## config.mk

```make
export PLATFORM = sky130hd
export DESIGN_NAME = mem_port_arbiter_flat
export DESIGN_NICKNAME = d
export VERILOG_FILES = /design/src/rtl/mem_port_arbiter_pkg.sv /design/src/rtl/mem_port_arbiter_if.sv /design/src/rtl/mem_port_arbiter_grant.sv /design/src/rtl/mem_port_arbiter.sv /design/src/flat_wrapper.sv
export SDC_FILE = /design/constraint.sdc
export NUM_CORES = 1
export LEC_CHECK = 0
export BUFFER_PORTS_ARGS = -buffer_cell sky130_fd_sc_hd__buf_2
export CORE_UTILIZATION = 50
export DETAILED_ROUTE_END_ITERATION = 16
export MAX_ROUTING_LAYER = met4
export PLACE_DENSITY = 0.83
export RECOVER_POWER = 25
export SYNTH_ARGS = -nofsm -noshare
export SYNTH_HDL_FRONTEND = slang
export SYNTH_SLANG_ARGS = --single-unit
```

## constraint.sdc

```tcl
create_clock -name clock -period 5.3 [get_ports clock]
set_clock_uncertainty 0.05 [all_clocks]
set_input_delay 0.265 -clock clock [delete_from_list [all_inputs] [get_ports clock]]
set_output_delay 0.265 -clock clock [all_outputs]
set_load 0.05 [all_outputs]
```

## src/rtl/mem_port_arbiter_pkg.sv

```systemverilog
// Shared types for the fetch/data memory port arbiter.
// Holds the FSM state and port id enums plus the default bus widths.
package mriscv_mem_pkg;

    localparam int ADDR_W_DFLT = 32;
    localparam int DATA_W_DFLT = 32;

    typedef enum logic [1:0] {
        IDLE,
        IREQ,
        DREQ
    } arb_state_t;

    typedef enum logic {
        PORT_I,
        PORT_D
    } port_id_t;

endpackage

```

## src/rtl/mem_port_arbiter_if.sv

```systemverilog
// Single-ported backing memory bus.
// The arbiter is the master; the memory is the slave.
interface mem_port_arbiter_if
    import mriscv_mem_pkg::*;
#(
    parameter int AW = ADDR_W_DFLT,
    parameter int DW = DATA_W_DFLT
) ();

    logic          mem_req;
    logic          mem_wr;
    logic [AW-1:0] mem_addr;
    logic [DW-1:0] mem_wdata;
    logic          mem_ack;
    logic [DW-1:0] mem_rdata;

    modport master (
        output mem_req,
        output mem_wr,
        output mem_addr,
        output mem_wdata,
        input  mem_ack,
        input  mem_rdata
    );

    modport slave (
        input  mem_req,
        input  mem_wr,
        input  mem_addr,
        input  mem_wdata,
        output mem_ack,
        output mem_rdata
    );

endinterface

```

## src/rtl/mem_port_arbiter_grant.sv

```systemverilog
// Combinational grant pick between the fetch and data ports.
// ARB_ROUND_ROBIN_EN selects round robin on collisions; otherwise data wins.
module mem_arb_grant
    import mriscv_mem_pkg::*;
(
    input  logic     pend_i,
    input  logic     pend_d,
`ifdef ARB_ROUND_ROBIN_EN
    input  port_id_t last_grant,
`endif
    output logic     grant_i,
    output logic     grant_d
);

    // pick one pending port; data is the older instruction unless rotating
    always_comb begin
        grant_i = 1'b0;
        grant_d = 1'b0;
`ifdef ARB_ROUND_ROBIN_EN
        if (pend_i && pend_d) begin
            if (last_grant == PORT_D) grant_i = 1'b1;
            else                      grant_d = 1'b1;
        end else begin
            grant_i = pend_i;
            grant_d = pend_d;
        end
`else
        grant_d = pend_d;
        grant_i = pend_i && !pend_d;
`endif
    end

endmodule

```

## src/rtl/mem_port_arbiter.sv

```systemverilog
// Shares one memory bus between fetch and data ports, buffering results.
// Optional macro ARB_ROUND_ROBIN_EN: round-robin grant on collisions.
module mem_port_arbiter
    import mriscv_mem_pkg::*;
#(
    parameter int ADDR_W = ADDR_W_DFLT,
    parameter int DATA_W = DATA_W_DFLT
) (
    input  logic              clock,
    input  logic              reset,
    input  logic              ctrl_stall,
    input  logic [ADDR_W-1:0] icache_addr,
    output logic [DATA_W-1:0] icache_data,
    output logic              icache_rdy,
    input  logic [ADDR_W-1:0] dcache_addr,
    input  logic [DATA_W-1:0] dcache_wdata,
    input  logic              dcache_en,
    input  logic              dcache_wr,
    output logic [DATA_W-1:0] dcache_rdata,
    output logic              dcache_rdy,
    mem_port_arbiter_if.master mem
);

    arb_state_t        state, state_nxt;
    logic [ADDR_W-1:0] i_tag;
    logic              i_buf_valid;
    logic              d_done;
    logic              pend_i, pend_d;
    logic              grant_i, grant_d;
    logic              take_i, take_d;

`ifdef ARB_ROUND_ROBIN_EN
    port_id_t          last_grant;
`endif

    assign icache_rdy = i_buf_valid && (i_tag == icache_addr);
    assign dcache_rdy = !dcache_en || d_done;
    assign pend_i     = !icache_rdy;
    assign pend_d     = dcache_en && !d_done;

    mem_arb_grant u_grant (
        .pend_i     (pend_i),
        .pend_d     (pend_d),
`ifdef ARB_ROUND_ROBIN_EN
        .last_grant (last_grant),
`endif
        .grant_i    (grant_i),
        .grant_d    (grant_d)
    );

    // state register
    always_ff @(posedge clock) begin
        if (reset) state <= IDLE;
        else       state <= state_nxt;
    end

    // next state, request strobe and grant take-up
    always_comb begin
        state_nxt   = state;
        mem.mem_req = 1'b0;
        take_i      = 1'b0;
        take_d      = 1'b0;
        unique case (state)
            IDLE: begin
                if (grant_d) begin
                    take_d    = 1'b1;
                    state_nxt = DREQ;
                end else if (grant_i) begin
                    take_i    = 1'b1;
                    state_nxt = IREQ;
                end
            end
            IREQ, DREQ: begin
                mem.mem_req = 1'b1;
                if (mem.mem_ack) state_nxt = IDLE;
            end
            default: state_nxt = IDLE;
        endcase
    end

    // bus latches, response buffers and consumption
    always_ff @(posedge clock) begin
        if (reset) begin
            mem.mem_wr    <= 1'b0;
            mem.mem_addr  <= '0;
            mem.mem_wdata <= '0;
            icache_data   <= '0;
            dcache_rdata  <= '0;
            i_tag         <= '0;
            i_buf_valid   <= 1'b0;
            d_done        <= 1'b0;
        end else begin
            if (!ctrl_stall) begin
                i_buf_valid <= 1'b0;
                d_done      <= 1'b0;
            end
            if (take_i) begin
                mem.mem_addr <= icache_addr;
                mem.mem_wr   <= 1'b0;
            end
            if (take_d) begin
                mem.mem_addr  <= dcache_addr;
                mem.mem_wr    <= dcache_wr;
                mem.mem_wdata <= dcache_wdata;
            end
            if (state == IREQ && mem.mem_ack) begin
                icache_data <= mem.mem_rdata;
                i_tag       <= mem.mem_addr;
                i_buf_valid <= 1'b1;
            end
            if (state == DREQ && mem.mem_ack) begin
                d_done <= 1'b1;
                if (!mem.mem_wr) dcache_rdata <= mem.mem_rdata;
            end
        end
    end

`ifdef ARB_ROUND_ROBIN_EN
    // remember the last port granted for rotation
    always_ff @(posedge clock) begin
        if (reset)       last_grant <= PORT_I;
        else if (take_i) last_grant <= PORT_I;
        else if (take_d) last_grant <= PORT_D;
    end
`endif

endmodule

```

## src/flat_wrapper.sv

```systemverilog
// flat-port wrapper written by rule: the top's interface ports become plain ports
module mem_port_arbiter_flat import mriscv_mem_pkg::*;
#(
    parameter int ADDR_W = ADDR_W_DFLT,
    parameter int DATA_W = DATA_W_DFLT
)
  (clock, reset, ctrl_stall, icache_addr, icache_data, icache_rdy, dcache_addr, dcache_wdata, dcache_en, dcache_wr, dcache_rdata, dcache_rdy, mem_mem_req, mem_mem_wr, mem_mem_addr, mem_mem_wdata, mem_mem_ack, mem_mem_rdata);
  mem_port_arbiter_if mem_i ();
  input  logic clock;
  input  logic reset;
  input  logic ctrl_stall;
  input  logic [ADDR_W-1:0] icache_addr;
  output logic [DATA_W-1:0] icache_data;
  output logic icache_rdy;
  input  logic [ADDR_W-1:0] dcache_addr;
  input  logic [DATA_W-1:0] dcache_wdata;
  input  logic dcache_en;
  input  logic dcache_wr;
  output logic [DATA_W-1:0] dcache_rdata;
  output logic dcache_rdy;
  output wire logic [$bits(mem_i.mem_req)-1:0] mem_mem_req;
  output wire logic [$bits(mem_i.mem_wr)-1:0] mem_mem_wr;
  output wire logic [$bits(mem_i.mem_addr)-1:0] mem_mem_addr;
  output wire logic [$bits(mem_i.mem_wdata)-1:0] mem_mem_wdata;
  input wire logic [$bits(mem_i.mem_ack)-1:0] mem_mem_ack;
  input wire logic [$bits(mem_i.mem_rdata)-1:0] mem_mem_rdata;
  assign mem_mem_req = mem_i.mem_req;
  assign mem_mem_wr = mem_i.mem_wr;
  assign mem_mem_addr = mem_i.mem_addr;
  assign mem_mem_wdata = mem_i.mem_wdata;
  assign mem_i.mem_ack = mem_mem_ack;
  assign mem_i.mem_rdata = mem_mem_rdata;
  mem_port_arbiter #(.ADDR_W(ADDR_W), .DATA_W(DATA_W)) u_core (.clock(clock), .reset(reset), .ctrl_stall(ctrl_stall), .icache_addr(icache_addr), .icache_data(icache_data), .icache_rdy(icache_rdy), .dcache_addr(dcache_addr), .dcache_wdata(dcache_wdata), .dcache_en(dcache_en), .dcache_wr(dcache_wr), .dcache_rdata(dcache_rdata), .dcache_rdy(dcache_rdy), .mem(mem_i));
endmodule
```

======== Word-level counts from Yosys, hierarchy flattened ========
Cells that the tools add are included.
cells by class
  multiplexer cells ....................... 17
  reduce and logical (&&, ||, !) cells .... 15
  bitwise gates (word level) .............. 1
  equality and inequality tests ........... 7
operators with widths
  kind                number
  $mux 32             2
  $eq 32x32->1        1
  $mux 1              11
  $mux 2              3
  $logic_and 1x1->1   5
  $logic_not 1->1     4
  $ne 2x1->1 const B  2
  $pmux 2 s2          1
  $reduce_and 2->1    2
  $ne 3x2->1 const B  1
  $eq 2x1->1 const B  1
  $eq 2x2->1 const B  1
  $logic_not 2->1     1
  $ne 2x2->1 const B  1
  $reduce_bool 2->1   1
  $reduce_or 2->1     1
  $logic_or 1x1->1    1
  $not 1->1           1
word-level totals
  bits in registers ....................... 165
  bits of input ports ..................... 134
  output and inout bits ................... 132

======== Depth between registers and ports, before layout ========
Gate-level depths: netlist (run 1).
  depth after elaboration ................. 9
  mapped depth ............................ 8
  gate-level depth less buffers ........... 6

======== By module ========
Synthesis (run 1) repeated with hierarchy kept, for this count alone.
unflattened totals
  cell total of the unflattened synthesis .. 780
  area total of the unflattened synthesis .. 6208.5 um^2
modules (own cells, without submodules)
  module            instances  cells an instance  area an instance (um^2)
  mem_port_arbiter  1          778                6187.2
  mem_arb_grant     1          2                  21.3

======== Worst setup path after synthesis (run 1) ========
Ideal clock, no wire load.
  path type ............................... register -> register
  from .................................... reg u_core.i_tag[23]
  to ...................................... reg u_core.state[0]
  arrival ................................. 2.573 ns
  slack ................................... 2.545 ns
  cell stages (with the launch flop) ...... 7
  buffers on the path ..................... 0
  period minus slack after synthesis ...... 2.755 ns
  setup time .............................. 0.131 ns
  data required time ...................... 5.119 ns
  cell sequence ........................... dfxtp_1 > xnor2_1 > o221ai_1 > or4_1 > nor3_1 > o21a_1 > nor3_1
between the ends
  word-level cells in the longest chain between the ends .. 6
ends and longest elaborated chain
  item                               RTL line                      text
  start: declaration                 mem_port_arbiter.sv:25        logic [ADDR_W-1:0] i_tag;
  start signal: assignment           mem_port_arbiter.sv:108       i_tag <= mem.mem_addr;
  $eq 32x32->1                       mem_port_arbiter.sv:36        assign icache_rdy = i_buf_valid && (i_tag == icache_addr);
  $logic_and 1x1->1                  mem_port_arbiter.sv:36
  named net icache_rdy               flat_wrapper.sv:14            output logic icache_rdy;
  $logic_not 1->1                    mem_port_arbiter.sv:38        assign pend_i = !icache_rdy;
  $logic_and 1x1->1                  mem_port_arbiter_grant.sv:29  grant_i = pend_i && !pend_d;
  $ne 3x2->1 (no source line)        --
  $reduce_and 2->1 (no source line)  --
  end signal: assignment             mem_port_arbiter.sv:54        else state <= state_nxt;
  end: declaration                   mem_port_arbiter.sv:24        arb_state_t state, state_nxt;
The timed path passes the listed nets, and every way through them passes these cells.
A chain may end at the register's enable or synchronous reset.

======== Final worst setup path (run 1) ========
  from .................................... reg u_core.i_tag[4]
  to ...................................... out icache_rdy
between the ends
  word-level cells in the longest chain between the ends .. 2
ends and longest elaborated chain
  item               RTL line
  $eq 32x32->1       mem_port_arbiter.sv:36
  $logic_and 1x1->1  mem_port_arbiter.sv:36
  end: declaration   flat_wrapper.sv:14
Every way passes these cells.

==> results of run 1 <==
-- Yosys cell counts, types with 5 or more instances --
library cell / number / area share (%)
o21a_1: 32 / 3.8
a31oi_1: 31 / 3.0
nor2b_1: 5 / 0.49
nand2_1: 323 / 19
dfxtp_1: 165 / 52
a21oi_1: 134 / 11
nor2_1: 5 / 0.29
inv_1: 8 / 0.47
xor2_1: 20 / 2.7
buf_1: 5 / 0.29
xnor2_1: 6 / 0.82
clkbuf_1: 47 / 2.8
-- cell families after synthesis --
| family | share of synthesized area [%] |
|---|---|
| and+or+nand+nor | 21.5 |
| xor gates and xnor gates | 3.57 |
| DFF | 51.8 |
| AOI/OAI and AO/OA | 18.3 |
| adders and majority gates | 0.588 |
| buffers and inverters | 4.29 |
-- critical path: cells and delay by family, from the launching register on --
kind | cells | cell delay (ps)
simple gates | 3 | 1090
flops | 1 | 320
buf+inv | 1 | 360
xor+xnor | 1 | 190
-- metal layers --
layer	wire length [um]	vias up	GRT usage [%]	part of all wire (%)
met2	8570	292	44.7	48
met3	1230	41	6.38	6.9
met5	0	-	-	0
met4	425	0	12.2	2.4
li1	-	3143	-	-
met1	7580	2928	34.0	43
-- area by class of cell --
| cell class | instances | area [um2] | area share, % |
|---|---|---|---|
| sequential | 165 | 3300 | 40.0 |
| multi-input combinational | 585 | 2820 | 34.1 |
| timing repair buffer | 272 | 1290 | 15.6 |
| clock buffer | 24 | 492 | 5.95 |
| tap | 168 | 210 | 2.54 |
| clock inverter | 8 | 121 | 1.47 |
| inverter | 8 | 30.0 | 0.363 |
-- state kept, by name, summed over array words and instances, names as in the netlist --
name,flops
u_core.state,2
u_core.mem.mem_wdata,32
u_core.i_tag,32
u_core.mem.mem_wr,1
u_core.dcache_rdata,32
u_core.mem.mem_addr,32
u_core.icache_data,32
u_core.d_done,1
u_core.i_buf_valid,1
-- power by group --
group,switching [mW],leakage (nW),internal [mW]
clock network,0.478,0.300,0.790
logic,0.638,1.78,0.207
registers,0.0683,1.35,1.35
-- metrics by stage --
stage	power, mW	util (%)	area (um2)	cells	hold slack [ps]
after floorplan	2.07	-	6380	816	351
after global placement	2.28	63.4	7740	1198	388
after detailed placement	2.29	63.4	7740	1198	393
after CTS	3.56	68.4	8350	1230	7.57
after global routing	3.67	67.7	8260	1230	8.36
final	3.53	67.7	8260	1230	28.0
-- placed cells by master (no fill, tap or decap), types with 8 or more instances in the layout --
cell type  synthesis  final
nand2_1          323    321
buf_2              3    191
dfxtp_1          165    165
a21oi_1          134    134
clkbuf_1          47     76
o21a_1            32     32
a31oi_1           31     31
xor2_1            20     20
clkbuf_16          0     17
inv_1              8      8
buf_4              0      8
-- final timing paths --
check,endpoint,slack [ps],cells after the start
setup / recovery,icache_rdy,2600,5
hold / removal,u_core.mem.mem_wdata[15],30,3
setup reg to reg,u_core.mem.mem_addr[21],2730,6
hold reg to reg,u_core.icache_data[18],400,2
==> summary.md, run 1 <==
| Metric | Value |
|---|---|
| Status | complete, no violations |
| Post-CTS sizing | 0 |
| Synth warn | 0 |
| Slew at the pin closest to its max-slew limit | 1240 ps |
| Unrepaired setup endpoints after global routing | no |
| Antenna Cells | 0 |
| Fill cells | approximately 1.1k |
| Clk slew on worst S/H paths | ~60 ps |
| Worst reg2reg path startpoint | u_core.i_tag[4] |
| Syn Inst Count | ~820 |
| Drt pass-1 iters | 6 |
| Clock Tree Buf Depth | 2 |
| Final WS setup | 2600 ps |
| Critical Path RT | around 5000 ps |
| Pwr Density | between 400 and 500 mW/mm2 |
| Io pins | about 270 |
| Initial antenna violation count | 0 |
| Vias | roughly 6.4k |
| Cell variety after synth | 28 |
| Initial Utilization | between 50% and 60% |
| WS Path Type | register to primary output |
| CP cell instances | xor2_1 -> nor4_1 -> nand3_1 -> nor3_1 -> buf_2 |
| Largest net degree at the start of global routing | 93 |
| Vias in the first global route | around 6k |
| Die H | between 100 and 150 um |
| Number of remaining DRC errors | 0 |
| Hold Path Class | primary input to register |
| Arrival @ worst endpoint | about 2400 ps |
| Leak | 3.43 nW |
| Post-CTS Setup Repair Bufs | 0 |
| Slew headroom | 17.6% |
| # nets final | between 1k and 1.5k |
| #FFs+latches synth | about 170 |
| Fin. Hold Viols | 0 |
| Tmin final | about 2700 ps |
| CTS Sinks | 165 |
| Crit path launch type | register |
| CP max FO | 3 |
| Num rows | 40 |
| H-tree levels | 4 |
| Final global-route overflow total | 0 |
| Number of flops mapped to enable cells by yosys | 0 |
| Max Transition Viols Final | 0 |
| Via density | ~5.2 |
| Max Clk Rate | about 370 MHz |
| Setup WS pre-CTS | 2740 ps |
| Synthesized cell area | about 0.0064 mm2 |
| Crit path from | u_core.i_tag[4] |
| Die W | about 110 um |
| Num CTS Buffers | 17 |
| Global-route usage over all layers | around 28% |
| Layout cell share with drive strength beyond 1 | 22.0% |
| CTS Hold Bufs | 0 |
| Worst vdd ir | between 200 and 300 uV |
| Post-DP HPWL | roughly 12 mm |
| CP endpoint kind | primary output |
| CP peak stage delay | just under 600 ps |
| Fin Setup TNS | 0 ps |
| IO buf count | around 270 |
| Synthesized area per cell | a little under 8 um2 |
| DRT iter0 DRCs | 554 |
| Post-synth top flop | dfxtp_1 |
| Register area share after synthesis | between 50% and 60% |
| Routed wire length | 17.8 mm |
| Post-route ant nets | 0 |
| Worst skew pair latency | between 400 and 500 ps |
| Area grow syn2layout | 29.5% |
| Max cap viols | 0 |
| Clock tree from TritonCTS | yes |
| Setup-failing EPs final | 0 |
| Slowest-stage cell, CP | nor4_1 |
| Core area | around 0.012 mm2 |
| FFs w/ async S/R, synth | 0% |
| Wire length per cell | ~14 um |
| Root Buffer | clkbuf_16 |
| First-pass GRT wire length | 27.8 mm |
| Hold Startpoint | dcache_wdata[15] |
| Die ar. | 0.0132 mm2 |
| Syn_nets | between 900 and 1k |
| Tcrit/Tclk final | about half |
| Gpl congestion | 0.875 |
No activity file was read; power rests on OpenSTA's default activity.
==> inputs of run 2 (changes only) <==
- ABC_AREA: not set -> 1
- CORE_UTILIZATION: 50 -> 49
- PLACE_DENSITY: 0.83 -> 0.8
- clock period: 5.3 -> 2.6 ns (I/O delays scaled with it)
==> run 2 against run 1 <==
Global-route usage up 3.7 points. Die area up 8.5%. Worst hold slack worse by 18 ps. Critical path depth up 2. Register-to-register slack worse by 2200 ps. Critical path type unchanged. Non-clock buffer count up 77. Via count up 19%. Utilization up 2.7 points. Sequential power up 100%. Worst setup slack worse by 2200 ps.
==> summary.md, run 2 <==
| Metric | Value |
|---|---|
| Via density | roughly 5.2 |
| Critical Path RT | approximately 2400 ps |
| Pwr Density | a little under 800 mW/mm2 |
| Max Clk Rate | roughly 460 MHz |
| First-pass GRT wire length | between 30 and 40 mm |
| Synthesized cell area | 0.00679 mm2 |
| Commonest non-fill, non-tap cell in the layout | nor2_1 |
| Status | complete, no violations |
| Worst vdd ir | 495 uV |
| Initial antenna violation count | 0 |
| Worst reg2reg path startpoint | u_core.i_tag[20] |
| Arrival @ worst endpoint | roughly 2000 ps |
| Io pins | 266 |
| Die ar. | about 0.014 mm2 |
| Most frequent cells in the layout | nor2_1 (241), nand2_1 (197), buf_2 (192), dfxtp_1 (165), o21ai_0 (131) |
| Clock Tree Buf Depth | 2 |
| Final WS setup | approximately 430 ps |
| WHS Path Cells | 5 |
| Drt pass-1 iters | 5 |
| Tmin final | approximately 2200 ps |
| Area grow syn2layout | 38.8% |
| Tot Pwr | about 7.3 mW |
| Worst r2r dst | u_core.mem.mem_addr[26] |
| FFs w/ async S/R, synth | 0% |
| Final global-route overflow total | 0 |
| Max Transition Viols Final | 0 |
| Number of flops mapped to enable cells by yosys | 0 |
| Global-route usage over all layers | approximately a third |
| Fin Setup TNS | 0 ps |
| Count leader, synth | nor2_1 |
| Cell variety after synth | 24 |
| Routed wire length | about 22 mm |
| IO buf count | 265 |
| Leak | ~4.4 nW |
| Hold-critical path endpoint | u_core.mem.mem_addr[24] |
| Slew at the pin closest to its max-slew limit | roughly 650 ps |
| Clock tree from TritonCTS | yes |
| Gpl congestion | 0.877 |
| Core area | 0.0134 mm2 |
| Die W | between 100 and 150 um |
| Root Buffer | clkbuf_16 |
| CP endpoint kind | primary output |
| Register area share after synthesis | roughly 49% |
| H-tree levels | 4 |
| Wire length on met3 | roughly 1.6 mm |
| Hold Worst Slack | about 9.8 ps |
| Num CTS Buffers | 17 |
| Slew headroom | 56.5% |
| # nets final | roughly 1.4k |
| Post-synth top flop | dfxtp_1 |
| Hold Startpoint | dcache_addr[24] |
| Vias in the first global route | around 7.2k |
| Clk slew on worst S/H paths | approximately 60 ps |
| #FFs+latches synth | 165 |
| Synthesized area per cell | 6.95 um2 |
| Synth area leader | dfxtp_1 |
| Wire length per cell | approximately 15 um |
| Commonest cells post-synth | nor2_1 (242), nand2_1 (198), dfxtp_1 (165), o21ai_0 (131), a21oi_1 (61) |
| Unrepaired setup endpoints after global routing | no |
| Num rows | between 40 and 50 |
| Die H | 120 um |
| Largest net degree at the start of global routing | roughly 110 |
| Initial Utilization | 50.7% |
| Layout cell share with drive strength beyond 1 | 19.1% |
| Syn Inst Count | about 980 |
| Vias | between 7k and 8k |
| Synth warn | 0 |
| Post-DP HPWL | about 14 mm |
| DRT iter0 DRCs | 600 |
| Synth top area share | between 40% and 50% |
| Flop2flop setup slack | around 550 ps |
| WS Path Type | register to primary output |
| Post-route ant nets | 0 |
| Synth area leaders | dfxtp_1 (49%), nor2_1 (13%), nand2_1 (11%) |
| Crit path launch type | register |
| Setup-failing EPs final | 0 |
| Post-CTS sizing | 0 |
| Placed Area | a little over 0.008 mm2 |
| CTS Sinks | approximately 170 |
| Final std cells w/o fill | 1478 |
| Tcrit/Tclk final | 83.7% |
| Number of remaining DRC errors | 0 |
| Worst skew pair latency | about 420 ps |
| Fin. Hold Viols | 0 |
| Hold Path Class | primary input to register |
| Metal2 WL | roughly 11 mm |
| Syn_nets | between 1k and 1.5k |
| Setup WS pre-CTS | about 600 ps |
| Max cap viols | 0 |
| Worst-case reg-to-reg path depth | 11 |
| Top layer used by detailed routing | met4 |
| CP max FO | 2 |
| Util after Layout | a little over two thirds |
| M1 WL | between 9 and 10 mm |
| Placed Cells | approximately 1.4k |
| Design area | between 0.009 and 0.01 mm2 |
## run 2: cell types whose count changed in the layout (fill, tap and decap cells not counted), moves of 20 or more
cell	delta
nor2_1	+237
o21ai_0	+131
nand2_1	-124
a21oi_1	-73
dlygate4sd3_1	+73
inv_1	+45
o21a_1	-32
a31oi_1	-31
o21ai_1	+26
xor2_1	-20
## run 2: worst max-delay path by stage
stage	startpoint	endpoint	slack, ps	cells past startpoint
floorplan	u_core.i_tag[6]	icache_rdy	840	8
global placement	u_core.i_tag[3]	u_core.mem.mem_addr[17]	660	13
detailed placement	u_core.i_tag[28]	u_core.mem.mem_addr[8]	600	13
CTS	u_core.i_tag[16]	icache_rdy	460	6
global route	u_core.i_tag[16]	icache_rdy	340	6
finish	u_core.i_tag[13]	icache_rdy	430	7
## run 2: repair_timing
action / CTS / global route
hold buffers: 73 / 0
hold endpoints to repair: 105 / 0
setup buffers: 0 / 0
## run 2: per-layer routing
metal | up-vias | global-route usage (%)
li1 | 3728 | -
met2 | 399 | 51.7
met3 | 78 | 6.56
met1 | 3417 | 37.5
met5 | - | -
met4 | 0 | 15.1
## run 2: cells by family after synthesis
group / synth area share (%)
and+or+nand+nor: 26.6
AOI/OAI and AO/OA: 16.3
buffers and inverters: 7.37
DFF: 48.6
adders and majority gates: 0.553
xor gates and xnor gates: 0.516
## run 2: layout make-up
cell class	count	area [um2]
Inverter	63	236
Multi-Input combinational cell	692	3000
Antenna cell	1	2.50
Clock buffer	20	457
Fill cell	1115	3970
Timing Repair Buffer	349	2090
Tap cell	176	220
Sequential cell	165	3300
Clock inverter	12	130
## run 2: report_power, final
| part | switching, mW | internal, mW | leakage (nW) |
|---|---|---|---|
| sequential | 0.148 | 2.76 | 1.35 |
| combinational | 1.36 | 0.496 | 2.73 |
| clock | 1.03 | 1.46 | 0.286 |
## run 2: worst max-delay path, stage by stage (launching register included)
cell       delay [ps]
dfxtp_1           340
inv_2              40
nand2_1            70
nand4_1           100
a2111oi_0         420
nand4_1           150
nor2_1            160
buf_2             280
==> inputs of run 3 (changes only) <==
- CORE_UTILIZATION: 49 -> 44
- PLACE_DENSITY: 0.8 -> 0.76
- clock period: 2.6 -> 1.9 ns (I/O delays scaled with it)
==> run 3 against run 2 <==
The run now ends with setup timing left. Utilization shrank 4.3 points. Worst setup slack lost 500 ps. Worst hold slack gained 0.78 ps. Critical endpoint unchanged. Largest cell class unchanged.
==> summary.md, run 3 (synthesis results as in run 2) <==
| Metric | Value |
|---|---|
| Final WS setup | -79.0 ps |
| Flop2flop setup slack | about 80 ps |
| Crit path from | u_core.i_tag[16] |
| H-tree levels | 4 |
| Initial Utilization | around 45% |
| Fill cells | 1267 |
| Reg power frac | just under 40% |
| First-pass GRT wire length | approximately 36 mm |
| Slew headroom | between 50% and 60% |
| Fin Setup TNS | -79.0 ps |
| Unrepaired setup endpoints after global routing | yes |
| Worst skew pair latency | between 400 and 500 ps |
| Max Transition Viols Final | 0 |
| Routed wire length | 23.1 mm |
| Number of remaining DRC errors | 0 |
| CP endpoint kind | primary output |
| Max cap viols | 0 |
| DRT iter0 DRCs | 591 |
| Arrival @ worst endpoint | 1830 ps |
| Tcrit/Tclk final | 104% |
| CTS Sinks | between 150 and 200 |
| Pwr Density | 1000 mW/mm2 |
| Tmin final | ~2000 ps |
| Vias | about 7.8k |
| Clock Tree Buf Depth | 2 |
| Final std cells w/o fill | ~1.5k |
| Num CTS Buffers | 17 |
| CP max FO | 2 |
| Commonest non-fill, non-tap cell in the layout | nor2_1 |
| Antenna Cells | 0 |
| WS Path Type | register to primary output |
| Core area | around 0.015 mm2 |
| Wire length per cell | ~15 um |
| Largest net degree at the start of global routing | 68 |
| Internal power | 6.43 mW |
| Initial antenna violation count | 0 |
| Vias in the first global route | approximately 7.4k |
| Comb pwr share | 27.7% |
| IO buf count | approximately 270 |
| Post-DP HPWL | roughly 15 mm |
| Die H | between 100 and 150 um |
| NetSw | 3.62 mW |
| Slew at the pin closest to its max-slew limit | roughly 650 ps |
| Worst vdd ir | approximately 690 uV |
| Layout cell share with drive strength beyond 1 | between 20% and 30% |
| Worst reg2reg path startpoint | u_core.i_tag[20] |
| Hold Worst Slack | between 10 and 15 ps |
| Hold Path Class | primary input to register |
| Critical Path RT | between 1500 and 2000 ps |
| Via density | slightly above 5 |
| Design area | between 0.01 and 0.015 mm2 |
| Switching portion of total power | a little over a third |
| Die ar. | 0.0159 mm2 |
| Gpl congestion | ~0.92 |
| Root Buffer | clkbuf_16 |
| Clock tree from TritonCTS | yes |
| Final global-route overflow total | 0 |
| Hold Startpoint | icache_addr[21] |
| Fin. Hold Viols | 0 |
| Area grow syn2layout | 47.3% |
| Most frequent cells in the layout | nor2_1 (217), buf_2 (193), nand2_1 (189), dfxtp_1 (156), o21ai_0 (129) |
| Clk slew on worst S/H paths | around 70 ps |
| Status | complete, but fails checks |
| Global-route usage over all layers | 29.1% |
| Drt pass-1 iters | 5 |
| Clock Power Share | between 30% and 40% |
| # nets final | roughly 1.5k |
| Placed Area | 0.00832 mm2 |
| Leak | approximately 4.6 nW |
| Setup-failing EPs final | 1 |
| Post-route ant nets | 0 |
| Io pins | around 270 |
| Placed Cells | roughly 1.4k |
| Die W | roughly 130 um |
| Num rows | 45 |
| Max Clk Rate | between 500 and 600 MHz |
| Crit path launch type | register |
| Failing checks | setup timing |
| Util after Layout | between 60% and 70% |
-- run 3: cell count changes in the layout (fill, tap and decap cells not counted), moves of 9 or more --
cell / delta
dfxtp_2: +9
nor2_1: -24
nor2_2: +24
dfxtp_1: -9
dlygate4sd3_1: +22
-- run 3: cell type report --
class | count | area [um2] | area share [%]
timing repair inverter | 2 | 20.0 | 0.200
multi-input combinational | 692 | 3130 | 31.3
tap | 188 | 235 | 2.35
timing repair buffer | 383 | 2500 | 25.0
clock buffer | 19 | 433 | 4.33
inverter | 63 | 249 | 2.49
sequential | 165 | 3310 | 33.1
clock inverter | 13 | 125 | 1.25
-- run 3: power by group through the flow --
stage / Combinational [mW] / Sequential, mW / Clock, mW
after global placement: 2.44 / 4.02 / 0
after floorplan: 0.888 / 4.90 / 0
after detailed placement: 2.46 / 4.03 / 0
after CTS: 2.63 / 3.96 / 3.32
final: 2.78 / 3.99 / 3.28
after global routing: 2.98 / 4.02 / 3.46
-- run 3: repair_timing --
item | in CTS | in global routing
hold buffers | 95 | 0
resized for setup | 15 | 55
endpoints found under the setup margin | 3 | 34
setup buffers | 0 | 2
pin swaps | 1 | 10
gates cloned | 0 | 3
hold endpoints to repair | 127 | 0
-- run 3: path summary, 6_finish.rpt --
kind,end,depth (start not counted)
min,u_core.mem.mem_addr[21],5
max,icache_rdy,6
max reg2reg,u_core.mem.mem_addr[0],12
min reg2reg,u_core.d_done,2
-- run 3: worst max-delay path: stages (launching register included) --
cell and delay, ps:
dfxtp_1 330, xnor2_2 190, nand3_1 110, nor4_2 270, nand4_1 170, nor2_2 160
buf_6 180
-- run 3: through the flow --
step                      setup WS, ps  total power [mW]
after floorplan                    171              5.79
after global placement            42.4              6.46
after detailed placement          10.6              6.49
after CTS                        -6.25              9.91
after global routing              -231              10.5
final                            -79.0              10.0
-- run 3: layer usage --
metal | GRT usage (%) | up-vias | part of all wire [%]
li1 | - | 3800 | -
met1 | 33.7 | 3570 | 40
met2 | 48.5 | 382 | 49
met3 | 6.41 | 58 | 7.5
met4 | 12.6 | 0 | 2.9
met5 | - | - | 0
